==> src/rtl/siso_shift_ctrl.sv <==
// Word-level sequencer for a DEPTH-stage serial-in/serial-out dff chain: serializes, flushes, collects.
// Optional build macro SISO_CTRL_CHECK_EN adds a `mismatch` output comparing the returned word to the sent one.
`timescale 1ns/1ps

module siso_shift_ctrl #(
    parameter int WIDTH     = 8,
    parameter int DEPTH     = 4,
    parameter int MSB_FIRST = 1
) (
    input  logic             clk,
    input  logic             rst,
    input  logic             in_valid,
    output logic             in_ready,
    input  logic [WIDTH-1:0] in_data,
    output logic             sdo,
    output logic             shift_en,
    input  logic             sdi,
    output logic             out_valid,
    input  logic             out_ready,
    output logic [WIDTH-1:0] out_data,
`ifdef SISO_CTRL_CHECK_EN
    output logic             mismatch,
`endif
    output logic             busy
);

    localparam int CW = $clog2(WIDTH + DEPTH + 1);
    localparam logic [CW-1:0]    CNT_LAST = CW'(WIDTH + DEPTH - 1);
    localparam logic [CW-1:0]    RX_START = CW'(DEPTH);
    localparam logic [WIDTH-1:0] MSB_ONE  = WIDTH'(1) << (WIDTH - 1);

    localparam logic [1:0] IDLE = 2'd0;
    localparam logic [1:0] RUN  = 2'd1;
    localparam logic [1:0] HOLD = 2'd2;

    logic [1:0]       state;
    logic [CW-1:0]    cnt;
    logic [WIDTH-1:0] tx_shreg;
    logic [WIDTH-1:0] rx_shreg;
`ifdef SISO_CTRL_CHECK_EN
    logic [WIDTH-1:0] sent_word;
`endif

    function automatic logic [WIDTH-1:0] bit_reverse(input logic [WIDTH-1:0] v);
        logic [WIDTH-1:0] r;
        r = '0;
        for (int i = 0; i < WIDTH; i++) r[i] = v[WIDTH-1-i];
        return r;
    endfunction

    // NOTE: sequential state uses non-blocking assignments only, so every
    // register sees the pre-edge value of every other register.
    always_ff @(posedge clk) begin
        if (!rst) begin
            state    <= IDLE;
            cnt      <= '0;
            tx_shreg <= '0;
            rx_shreg <= '0;
`ifdef SISO_CTRL_CHECK_EN
            sent_word <= '0;
`endif
        end else begin
            case (state)
                IDLE: begin
                    if (in_valid) begin
                        tx_shreg <= (MSB_FIRST != 0) ? in_data : bit_reverse(in_data);
`ifdef SISO_CTRL_CHECK_EN
                        sent_word <= in_data;
`endif
                        cnt   <= '0;
                        state <= RUN;
                    end
                end
                RUN: begin
                    // Zero fill makes sdo flush the chain once the word is out.
                    tx_shreg <= tx_shreg << 1;
                    cnt      <= cnt + CW'(1);
                    // The first DEPTH chain outputs are stale; bit k of the word arrives at cnt==DEPTH+k.
                    if (cnt >= RX_START) begin
                        if (MSB_FIRST != 0) rx_shreg <= (rx_shreg << 1) | WIDTH'(sdi);
                        else                rx_shreg <= (rx_shreg >> 1) | (sdi ? MSB_ONE : '0);
                    end
                    if (cnt == CNT_LAST) state <= HOLD;
                end
                HOLD: begin
                    if (out_ready) state <= IDLE;
                end
                default: state <= IDLE;
            endcase
        end
    end

    // Outputs decode from registers only.
    assign in_ready  = (state == IDLE);
    assign shift_en  = (state == RUN);
    assign sdo       = shift_en & tx_shreg[WIDTH-1];
    assign out_valid = (state == HOLD);
    assign out_data  = out_valid ? rx_shreg : '0;
    assign busy      = (state != IDLE);
`ifdef SISO_CTRL_CHECK_EN
    assign mismatch  = out_valid && (rx_shreg != sent_word);
`endif

endmodule

==> config.mk <==
export PLATFORM = sky130hd
export DESIGN_NAME = siso_shift_ctrl
export DESIGN_NICKNAME = d
export VERILOG_FILES = /design/src/rtl/siso_shift_ctrl.sv
export SDC_FILE = /design/constraint.sdc
export NUM_CORES = 1
export LEC_CHECK = 0
export BUFFER_PORTS_ARGS = -buffer_cell sky130_fd_sc_hd__buf_2
export CAP_MARGIN = 20
export CORE_MARGIN = 3
export CORE_UTILIZATION = 51
export DETAILED_ROUTE_END_ITERATION = 8
export HOLD_SLACK_MARGIN = 0.08
export PLACE_DENSITY = 0.77
export REMOVE_ABC_BUFFERS = 1
export SYNTH_ARGS = -nofsm -noshare
export SYNTH_HDL_FRONTEND = slang
export SYNTH_SLANG_ARGS = --single-unit
==> constraint.sdc <==
create_clock -name clk -period 1.89 [get_ports clk]
set_clock_uncertainty 0.2 [all_clocks]
set_input_delay 0.378 -clock clk [delete_from_list [all_inputs] [get_ports clk]]
set_output_delay 0.378 -clock clk [all_outputs]
set_load 0.005 [all_outputs]
* Yosys cells after proc, flatten, opt, wreduce, memory -nomap -nowiden *
Cells that the tools add are included.
Widths: inputs -> output; s select.

storage, ports and cells
  input port bits = 13
  bits in registers = 22
  logic and storage cells = 29

cells by class
  order comparisons = 1
  muxes and demuxes = 9
  $add $sub $neg = 1
  bitwise logic cells = 2
  reduce and logical (&&, ||, !) cells = 6
  equality and inequality tests = 6

operators by type and width
  cell                 count
  $mux 8               2
  $pmux 8 s2           1
  $or 8x1->8           1
  $pmux 4 s2           1
  $mux 2               3
  $pmux 2 s3           1
  $add 4x1->4 const B  1
  $eq 4x4->1 const B   1
  $ge 4x3->1 const B   1
  $mux 4               1
  $ne 2x1->1 const B   2
  $reduce_and 2->1     2
  $reduce_bool 2->1    2
  $reduce_and 3->1     1
  $eq 2x1->1 const B   1
  $eq 2x2->1 const B   1
  $logic_not 2->1      1
  $ne 2x2->1 const B   1
  $and 1x1->1          1

* Depth between registers and ports, before layout *
Gate-level depths: netlist of run 1.

  depth after elaboration = 3
  gate-level depth with buffers = 7
  depth with buffers taken out = 4

* Least setup slack after synthesis of run 1 *
No wires, ideal clock.

  kind = reg-to-output
  from = register state[0]
  to = output port sdo
  stages on the path, launching flop included = 7
  data arrival time = 0.959 ns
  slack = 0.353 ns
  cell sequence = dfxtp_1 > buf_6 > nand2b_4 > buf_6 > inv_2 > buf_2 > and2_1

on the way
  word-level cells in the longest chain between the ends = 2

RTL lines
  what                    line  source
  start, declared         36    logic [1:0] state;
  start signal, assigned  55    state <= IDLE;
  start signal, assigned  71    state <= RUN;
  start signal, assigned  83    if (cnt == CNT_LAST) state <= HOLD;
  $eq 2x1->1              95    assign shift_en = (state == RUN);
  via shift_en            16    output logic shift_en,
  $and 1x1->1             96    assign sdo = shift_en & tx_shreg[WIDTH-1];
  end, declared           15    output logic sdo,

The timed path passes the listed nets, and every way through them passes these cells.

* Final worst setup path of run 1 *
  from = register state[0]
  to = output port out_data[0]

on the way
  word-level cells in the longest chain between the ends = 2

RTL lines
  what           line  source
  $eq 2x2->1     97    assign out_valid = (state == HOLD);
  $mux 8         98    assign out_data = out_valid ? rx_shreg : '0;
  end, declared  20    output logic [WIDTH-1:0] out_data,

No other way between the ends.

==> results.cfg, run 1 <==
[global_routing]
grt_pass1_vias = 935
grt_max_degree = 17
grt_usage = 0.190
grt-ovfl-total = 0
antenna_found_initial = 0
grt_pass1_wl_mm = 4.01

[synthesis]
synth.largest_area_cell = dfxtp_1
yosys.cell_count.top_type = dfxtp_1
synth_top_area_share = 0.408
synth_edf_count = 0
synthTopCellsByCount = dfxtp_1 (22), a21oi_1 (16), o21ai_0 (14)
synth_area_leaders = dfxtp_1 (41%), a21oi_1 (7.4%), o21ai_0 (6.5%)
syn_avg_cell_area_um2 = 8.24
netlist_area_mm2 = 0.00108
ys_seq_area_frac = 0.408
synth-main-ff-cell = dfxtp_1
async_flop_share = 0
ys_ff_latch = 22
yosys_warnings = 0
yosys.cell_types.count = 38
synthCells = 131

[setup_path]
cp.buffers_inverters = 2
path_cells = inv_1 -> and3_1 -> buf_2
path_max_fanout = 10
crit_family = flip-flops
r2r_setup_slack_ns = 0.36
required_ns = 1.31
criticalPathCategory = flip-flop to output port
worstSetupStartpointType = flip-flop
arrival_ns = 1.21
slowest_delay_ns = 0.38
cp_slowest_cell = dfxtp_2
cp-end-kind = output port

[die]
ioPinCount = 26
die_w_um = 52.0
num_rows = 16
die_area_mm2 = 0.00271
coreArea_mm2 = 0.00198
fp.dieH_um = 52.0
start_util = 0.545

[cts]
cts_made_buffers = 3
ctsRootBufferMaster = clkbuf_4
cts_max_level = 1
clk_pin_slew_ns = 0.13
worstSkewPairLatency_ns = 0.30
hold_buffers = 0
clockBufferDepth = 2
clock_sinks = 22
tritoncts = done

[finish]
diodes = 0
fill_cells = 184
final_nets = 169
final_core_util = 0.634
area_growth_pct = 16.3
drive_above_1_share = 0.279
layout.cells.non_filler = 181

[sta]
period_needed_ns = 1.79
worst_slew_pin_slew_ns = 0.504
max_freq_mhz = 560
setup_violations = 0
timing.final.ws_setup_ns = 0.105
finalSetupTns_ns = 0
slew_viol_final = 0
rsz0062_at_grt = false
hold_violations = 0
slew_headroom = 0.664
period_share = 0.945

[place]
gp_congestion = 0.822
dp_hpwl_mm = 1.68
dp.cells = 177
numPortBuffers = 25
place_worst_setup_slack_ns = 0.256

[power]
ir_drop_v = 0.000414
p_per_area_mw_per_mm2 = 681
leakagePower_uw = 0.000547
power_uw = 855

[routing]
drt_iter0_drc = 31
via_count = 1033
first_pass_iters = 4
antenna_left = 0
totalWireLength_mm = 2.43
wl_per_cell_um = 13.4
drc = 0
vias_per_cell = 5.71

[hold_path]
min_path_type = input port to flip-flop

[job]
drv_cap = 0

[status]
status = completed
[worst paths after layout]
check / endpoint / start / cells past startpoint
max reg2reg: cnt[3] / state[1] / 4
max: out_data[0] / state[0] / 3
min reg2reg: rx_shreg[7] / rx_shreg[6] / 2
min: rx_shreg[0] / sdi / 3
[stage by stage]
step / hold slack, ns / area (um2)
detailed placement: 0.268 / 1210
global placement: 0.258 / 1210
floorplan: 0.240 / 1020
finish: 0.132 / 1260
global route: 0.147 / 1260
CTS: 0.133 / 1250
[power by group]
group | internal [uW] | switching (uW)
combinational | 45.5 | 56.9
sequential | 481 | 16.0
clock | 117 | 139
total | 644 | 211
[sequential cells by signal (all words and copies together), names as in the netlist]
name,flops
rx_shreg,8
tx_shreg,8
cnt,4
state,2
[layer usage]
metal,part of all wire,up-vias,global-route usage
li1,-,519,-
met5,0,-,0
met1,0.49,481,0.249
met3,0.048,4,0.0315
met2,0.46,29,0.314
met4,0.0070,0,0.0611
[placed cells by master (no fill, tap or decap), types with 5 or more instances in the layout]
cell / count
buf_4: 5
buf_2: 25
nand3_1: 10
o221ai_1: 6
a21oi_1: 16
nor2_1: 6
nand2_1: 5
o21ai_0: 14
and3_1: 8
dfxtp_1: 20
[what timing repair did]
action                                  4_1_cts  5_1_grt
endpoints found under the hold margin         0        0
setup buffers                                 0        0
cloned                                        0        0
resized for setup                             1        3
endpoints found under the setup margin        5       11
[kinds of logic after synthesis]
group	after synthesis	share of synthesized area
buf+inv	17	0.0799
compound gates	45	0.248
simple gates	45	0.243
fa+ha+maj	1	0.0116
flops	22	0.408
mux	1	0.00927
[layout make-up]
class                      count  area (um2)  area share
multi-input combinational     92         553       0.440
timing repair buffer          30         163       0.129
inverter                       6        25.0      0.0199
sequential                    22         445       0.355
clock buffer                   4        36.3      0.0289
tap                           27        33.8      0.0269
[worst reg2reg max path, cell delays in order, from the launching register on]
cell      delay (ns)
dfxtp_4         0.40
nand2b_4        0.15
buf_4           0.19
or3_1           0.35
a31oi_1         0.17
(Power assumes the default switching activity.)
==> run 2, diff against run 1 <==
--- a/config.mk
+++ b/config.mk
@@ -7,11 +7,13 @@
 export LEC_CHECK = 0
 export BUFFER_PORTS_ARGS = -buffer_cell sky130_fd_sc_hd__buf_2
 export CAP_MARGIN = 20
+export CORE_ASPECT_RATIO = 0.7
 export CORE_MARGIN = 3
 export CORE_UTILIZATION = 51
+export CTS_CLUSTER_SIZE = 30
 export DETAILED_ROUTE_END_ITERATION = 8
 export HOLD_SLACK_MARGIN = 0.08
-export PLACE_DENSITY = 0.77
+export PLACE_DENSITY = 0.87
 export REMOVE_ABC_BUFFERS = 1
 export SYNTH_ARGS = -nofsm -noshare
 export SYNTH_HDL_FRONTEND = slang
==> run 2 against run 1 <==
Net effect: maximum frequency decreased by 0.86%; sequential cell count stayed put; wire length increased by 0.12%; non-clock buffer count stayed put; global-route usage is 0.069 points higher; design area increased by 0.70%; largest power group unchanged; highest routed layer unchanged.
==> results.cfg, run 2 (synthesis results as in run 1) <==
[die]
start_util = 0.558
num_rows = 13
ioPinCount = 26
die_w_um = 61.0
die_area_mm2 = 0.00271
fp.dieH_um = 44.5
coreArea_mm2 = 0.00194

[sta]
max_freq_mhz = 555
hold_violations = 0
rsz0062_at_grt = true
period_needed_ns = 1.80
timing.final.ws_setup_ns = 0.0892
period_share = 0.953
setup_violations = 0
slew_viol_final = 0
hold_ws_ns = 0.118
slew_headroom = 0.705
worst_slew_pin_slew_ns = 0.441
finalSetupTns_ns = 0

[place]
place_worst_setup_slack_ns = 0.289
gp_congestion = 0.756
dp_hpwl_mm = 1.76
numPortBuffers = 25
placed_cell_area_mm2 = 0.00121

[power]
ir_drop_v = 0.000700
leakagePower_uw = 0.000554
p_per_area_mw_per_mm2 = 756
power_uw = 956

[hold_path]
min_path_type = input port to flip-flop
hp-start = sdi

[finish]
drive_above_1_share = 0.273
final_nets = 169
top_regs = rx_shreg (8), tx_shreg (8), cnt (4)
final_area_mm2 = 0.00126
final_common_cell = buf_2
final_cell_mix = buf_2 (25), dfxtp_1 (21), a21oi_1 (16), o21ai_0 (14), nand3_1 (10)
area_growth_pct = 17.1
diodes = 0

[routing]
via_count = 1047
first_pass_iters = 4
wl_per_cell_um = 13.8
drc = 0
antenna_left = 0
vias_per_cell = 5.95
drt_iter0_drc = 66
totalWireLength_mm = 2.43

[setup_path]
path_max_fanout = 11
r2r_setup_slack_ns = 0.37
r2r-start = state[1]
worstSetupStartpointType = flip-flop
required_ns = 1.31
reg2reg_depth = 4
arrival_ns = 1.22
regToRegEndpoint = cnt[3]
worst_setup_path_endpoint = out_data[0]
cp-startpoint = state[0]
cp-end-kind = output port
criticalPathCategory = flip-flop to output port

[job]
drv_cap = 0

[global_routing]
grt-ovfl-total = 0
grt_pass1_wl_mm = 3.86
grt_pass1_vias = 909
grt_usage = 0.191
antenna_found_initial = 0
grt_max_degree = 17

[cts]
cts_max_level = 1
clk_pin_slew_ns = 0.13
worstSkewPairLatency_ns = 0.32
clock_sinks = 22
clockBufferDepth = 2
ctsRootBufferMaster = clkbuf_4
hold_buffers = 0
cts_made_buffers = 3
tritoncts = done

[status]
status = completed
-- run 2: cell count changes in the layout (fill, tap and decap cells not counted), sizes merged --
| cell | change |
|---|---|
| bufinv | +1 |
| clkbuf | -1 |
-- run 2: critical path: stages, from the launching register on --
cell and delay, ns:
dfxtp_1 0.37, inv_1 0.23, and3_1 0.20, buf_2 0.11
-- run 2: per-stage QoR --
stage               instances   util
floorplan                 120      -
global placement          172  0.623
detailed placement        172  0.623
CTS                       176  0.651
global route              176  0.654
finish                    176  0.654
-- run 2: final cells by class --
class | count | area, um2
Fill cell | 146 | 671
Multi-Input combinational cell | 92 | 553
Sequential cell | 22 | 444
Timing Repair Buffer | 30 | 163
Clock inverter | 1 | 30.0
Tap cell | 22 | 27.5
Inverter | 6 | 25.0
Clock buffer | 3 | 22.5
-- run 2: worst min path at each step --
| stage | end | cells past startpoint |
|---|---|---|
| after detailed placement | tx_shreg[6] | 2 |
| after global placement | tx_shreg[0] | 2 |
| after floorplan | tx_shreg[0] | 2 |
| after global routing | rx_shreg[0] | 3 |
| after CTS | rx_shreg[0] | 3 |
| final | rx_shreg[0] | 3 |
-- run 2: report_power, final --
group          internal (uW)  switching, uW
logic                   45.4           57.6
registers                481           14.7
clock network            215            142
-- run 2: routing by layer --
layer / share of wire / routed length [um] / track usage / vias up
met2: 0.49 / 1190 / 0.313 / 34
met5: 0 / 0 / 0 / -
met4: 0.0095 / 23 / 0.0563 / 0
li1: - / - / - / 520
met3: 0.069 / 168 / 0.0641 / 4
met1: 0.43 / 1050 / 0.237 / 489
-- run 2: what timing repair did --
item                       in CTS  in global routing
buffers inserted                0                  0
setup endpoints to repair       1                  2
gates cloned                    0                  0
resized for setup               1                  2
==> run 3, diff against run 2 <==
--- a/config.mk
+++ b/config.mk
@@ -7,14 +7,16 @@
 export LEC_CHECK = 0
 export BUFFER_PORTS_ARGS = -buffer_cell sky130_fd_sc_hd__buf_2
 export CAP_MARGIN = 20
+export CELL_PAD_IN_SITES_DETAIL_PLACEMENT = 1
+export CELL_PAD_IN_SITES_GLOBAL_PLACEMENT = 2
 export CORE_ASPECT_RATIO = 0.7
-export CORE_MARGIN = 3
-export CORE_UTILIZATION = 51
+export CORE_UTILIZATION = 29
 export CTS_CLUSTER_SIZE = 30
 export DETAILED_ROUTE_END_ITERATION = 8
 export HOLD_SLACK_MARGIN = 0.08
-export PLACE_DENSITY = 0.87
+export PLACE_DENSITY = 0.85
 export REMOVE_ABC_BUFFERS = 1
 export SYNTH_ARGS = -nofsm -noshare
 export SYNTH_HDL_FRONTEND = slang
 export SYNTH_SLANG_ARGS = --single-unit
+export TNS_END_PERCENT = 20
==> run 3 against run 2 <==
Net effect: worst setup slack worse by 0.026 ns; largest power group unchanged; worst hold slack improved by 0.055 ns; clock power down 5%; critical path type unchanged.
==> results.cfg, run 3 (synthesis results as in run 1) <==
[die]
coreArea_mm2 = 0.00354
fp.dieH_um = 53.1
num_rows = 18
die_area_mm2 = 0.00398
start_util = 0.305
ioPinCount = 26
die_w_um = 74.9

[power]
leakagePower_uw = 0.000550
p_per_area_mw_per_mm2 = 724
ir_drop_v = 0.000418

[status]
status = completed

[place]
dp_hpwl_mm = 2.11
placed_cell_area_mm2 = 0.00123
numPortBuffers = 25
dp.cells = 199
gp_congestion = 0.801

[routing]
vias_per_cell = 5.17
totalWireLength_mm = 2.90
wl_met1_mm = 1.50
wl_per_cell_um = 14.2
wl_met2_mm = 1.29
routed.top_layer = met4
drt_iter0_drc = 52
wl_met3_um = 103
via_count = 1054
first_pass_iters = 4
antenna_left = 0
drc = 0

[setup_path]
path_max_fanout = 16
cp-end-kind = output port
required_ns = 1.31
arrival_ns = 1.25
criticalPathCategory = flip-flop to output port
worstSetupStartpointType = flip-flop

[cts]
clk_pin_slew_ns = 0.07
cts_made_buffers = 3
cts_max_level = 1
clockBufferDepth = 2
ctsRootBufferMaster = clkbuf_8
tritoncts = done
clock_sinks = 22
worstSkewPairLatency_ns = 0.26

[global_routing]
grt-ovfl-total = 0
grt_max_degree = 18
antenna_found_initial = 0
grt_pass1_vias = 991
grt_pass1_wl_mm = 4.73
grt_usage = 0.160

[finish]
final_area_mm2 = 0.00130
fill_cells = 452
area_growth_pct = 20.6
final_common_cell = buf_2
final_core_util = 0.368
diodes = 0
top_regs = rx_shreg (8), tx_shreg (8), cnt (4)
multiInputGateArea_um2 = 553
layout.cells.non_filler = 204
final_cell_mix = buf_2 (25), dfxtp_1 (22), a21oi_1 (16), o21ai_0 (14), nand3_1 (10)
drive_above_1_share = 0.273
seqCellArea_um2 = 440
final_nets = 169

[sta]
finalSetupTns_ns = 0
slew_headroom = 0.663
rsz0062_at_grt = true
period_needed_ns = 1.83
hold_violations = 0
max_freq_mhz = 547
hold_ws_ns = 0.173
slew_viol_final = 0
period_share = 0.966
worst_slew_pin_slew_ns = 0.505
setup_violations = 0

[hold_path]
min_path_type = input port to flip-flop

[job]
drv_cap = 0
==> run 3: cell count changes in the layout (fill, tap and decap cells not counted), sizes merged <==
cell	delta
clkbuf	+1
inv	-1
bufinv	-1
clkinvlp	+1
==> run 3: per-stage QoR <==
step / setup WS (ns) / total power [uW]
after floorplan: 0.265 / 561
after global placement: 0.328 / 606
after detailed placement: 0.294 / 611
after CTS: 0.0308 / 947
after global routing: -0.0303 / 989
final: 0.0634 / 943
==> run 3: final cells by class <==
cell class | instances | area share
sequential | 22 | 0.338
clock buffer | 4 | 0.0423
tap | 50 | 0.0480
timing repair buffer | 30 | 0.125
multi-input combinational | 92 | 0.425
inverter | 6 | 0.0221
==> run 3: worst paths after layout <==
check | startpoint | endpoint | slack (ns) | depth (start not counted)
worst min-delay path | sdi | rx_shreg[0] | 0.17 | 3
worst min register to register | rx_shreg[1] | rx_shreg[2] | 0.27 | 2
worst max register to register | state[0] | cnt[3] | 0.25 | 5
worst max-delay path | state[0] | out_data[0] | 0.06 | 3
==> run 3: worst max-delay path, cell delays in order, from the launching register on <==
cell and delay, ns:
dfxtp_1 0.38, clkinvlp_4 0.25, and3_1 0.23, buf_2 0.12
==> run 3: what timing repair did <==
| item | in CTS | in global routing |
|---|---|---|
| hold buffers | 0 | 0 |
| gates resized for setup | 0 | 2 |
| setup endpoints to repair | 0 | 10 |
| setup buffers | 0 | 1 |
==> run 3: report_power, final <==
group	total (uW)	switching (uW)	internal (uW)
clock	339	153	186
combinational	107	61.5	45.9
sequential	497	15.0	482
==> run 3: per-layer routing <==
metal / GRT usage / vias up
met5: 0 / -
met4: 0.0283 / 0
met3: 0.0476 / 2
met2: 0.261 / 17
met1: 0.211 / 514
li1: - / 521
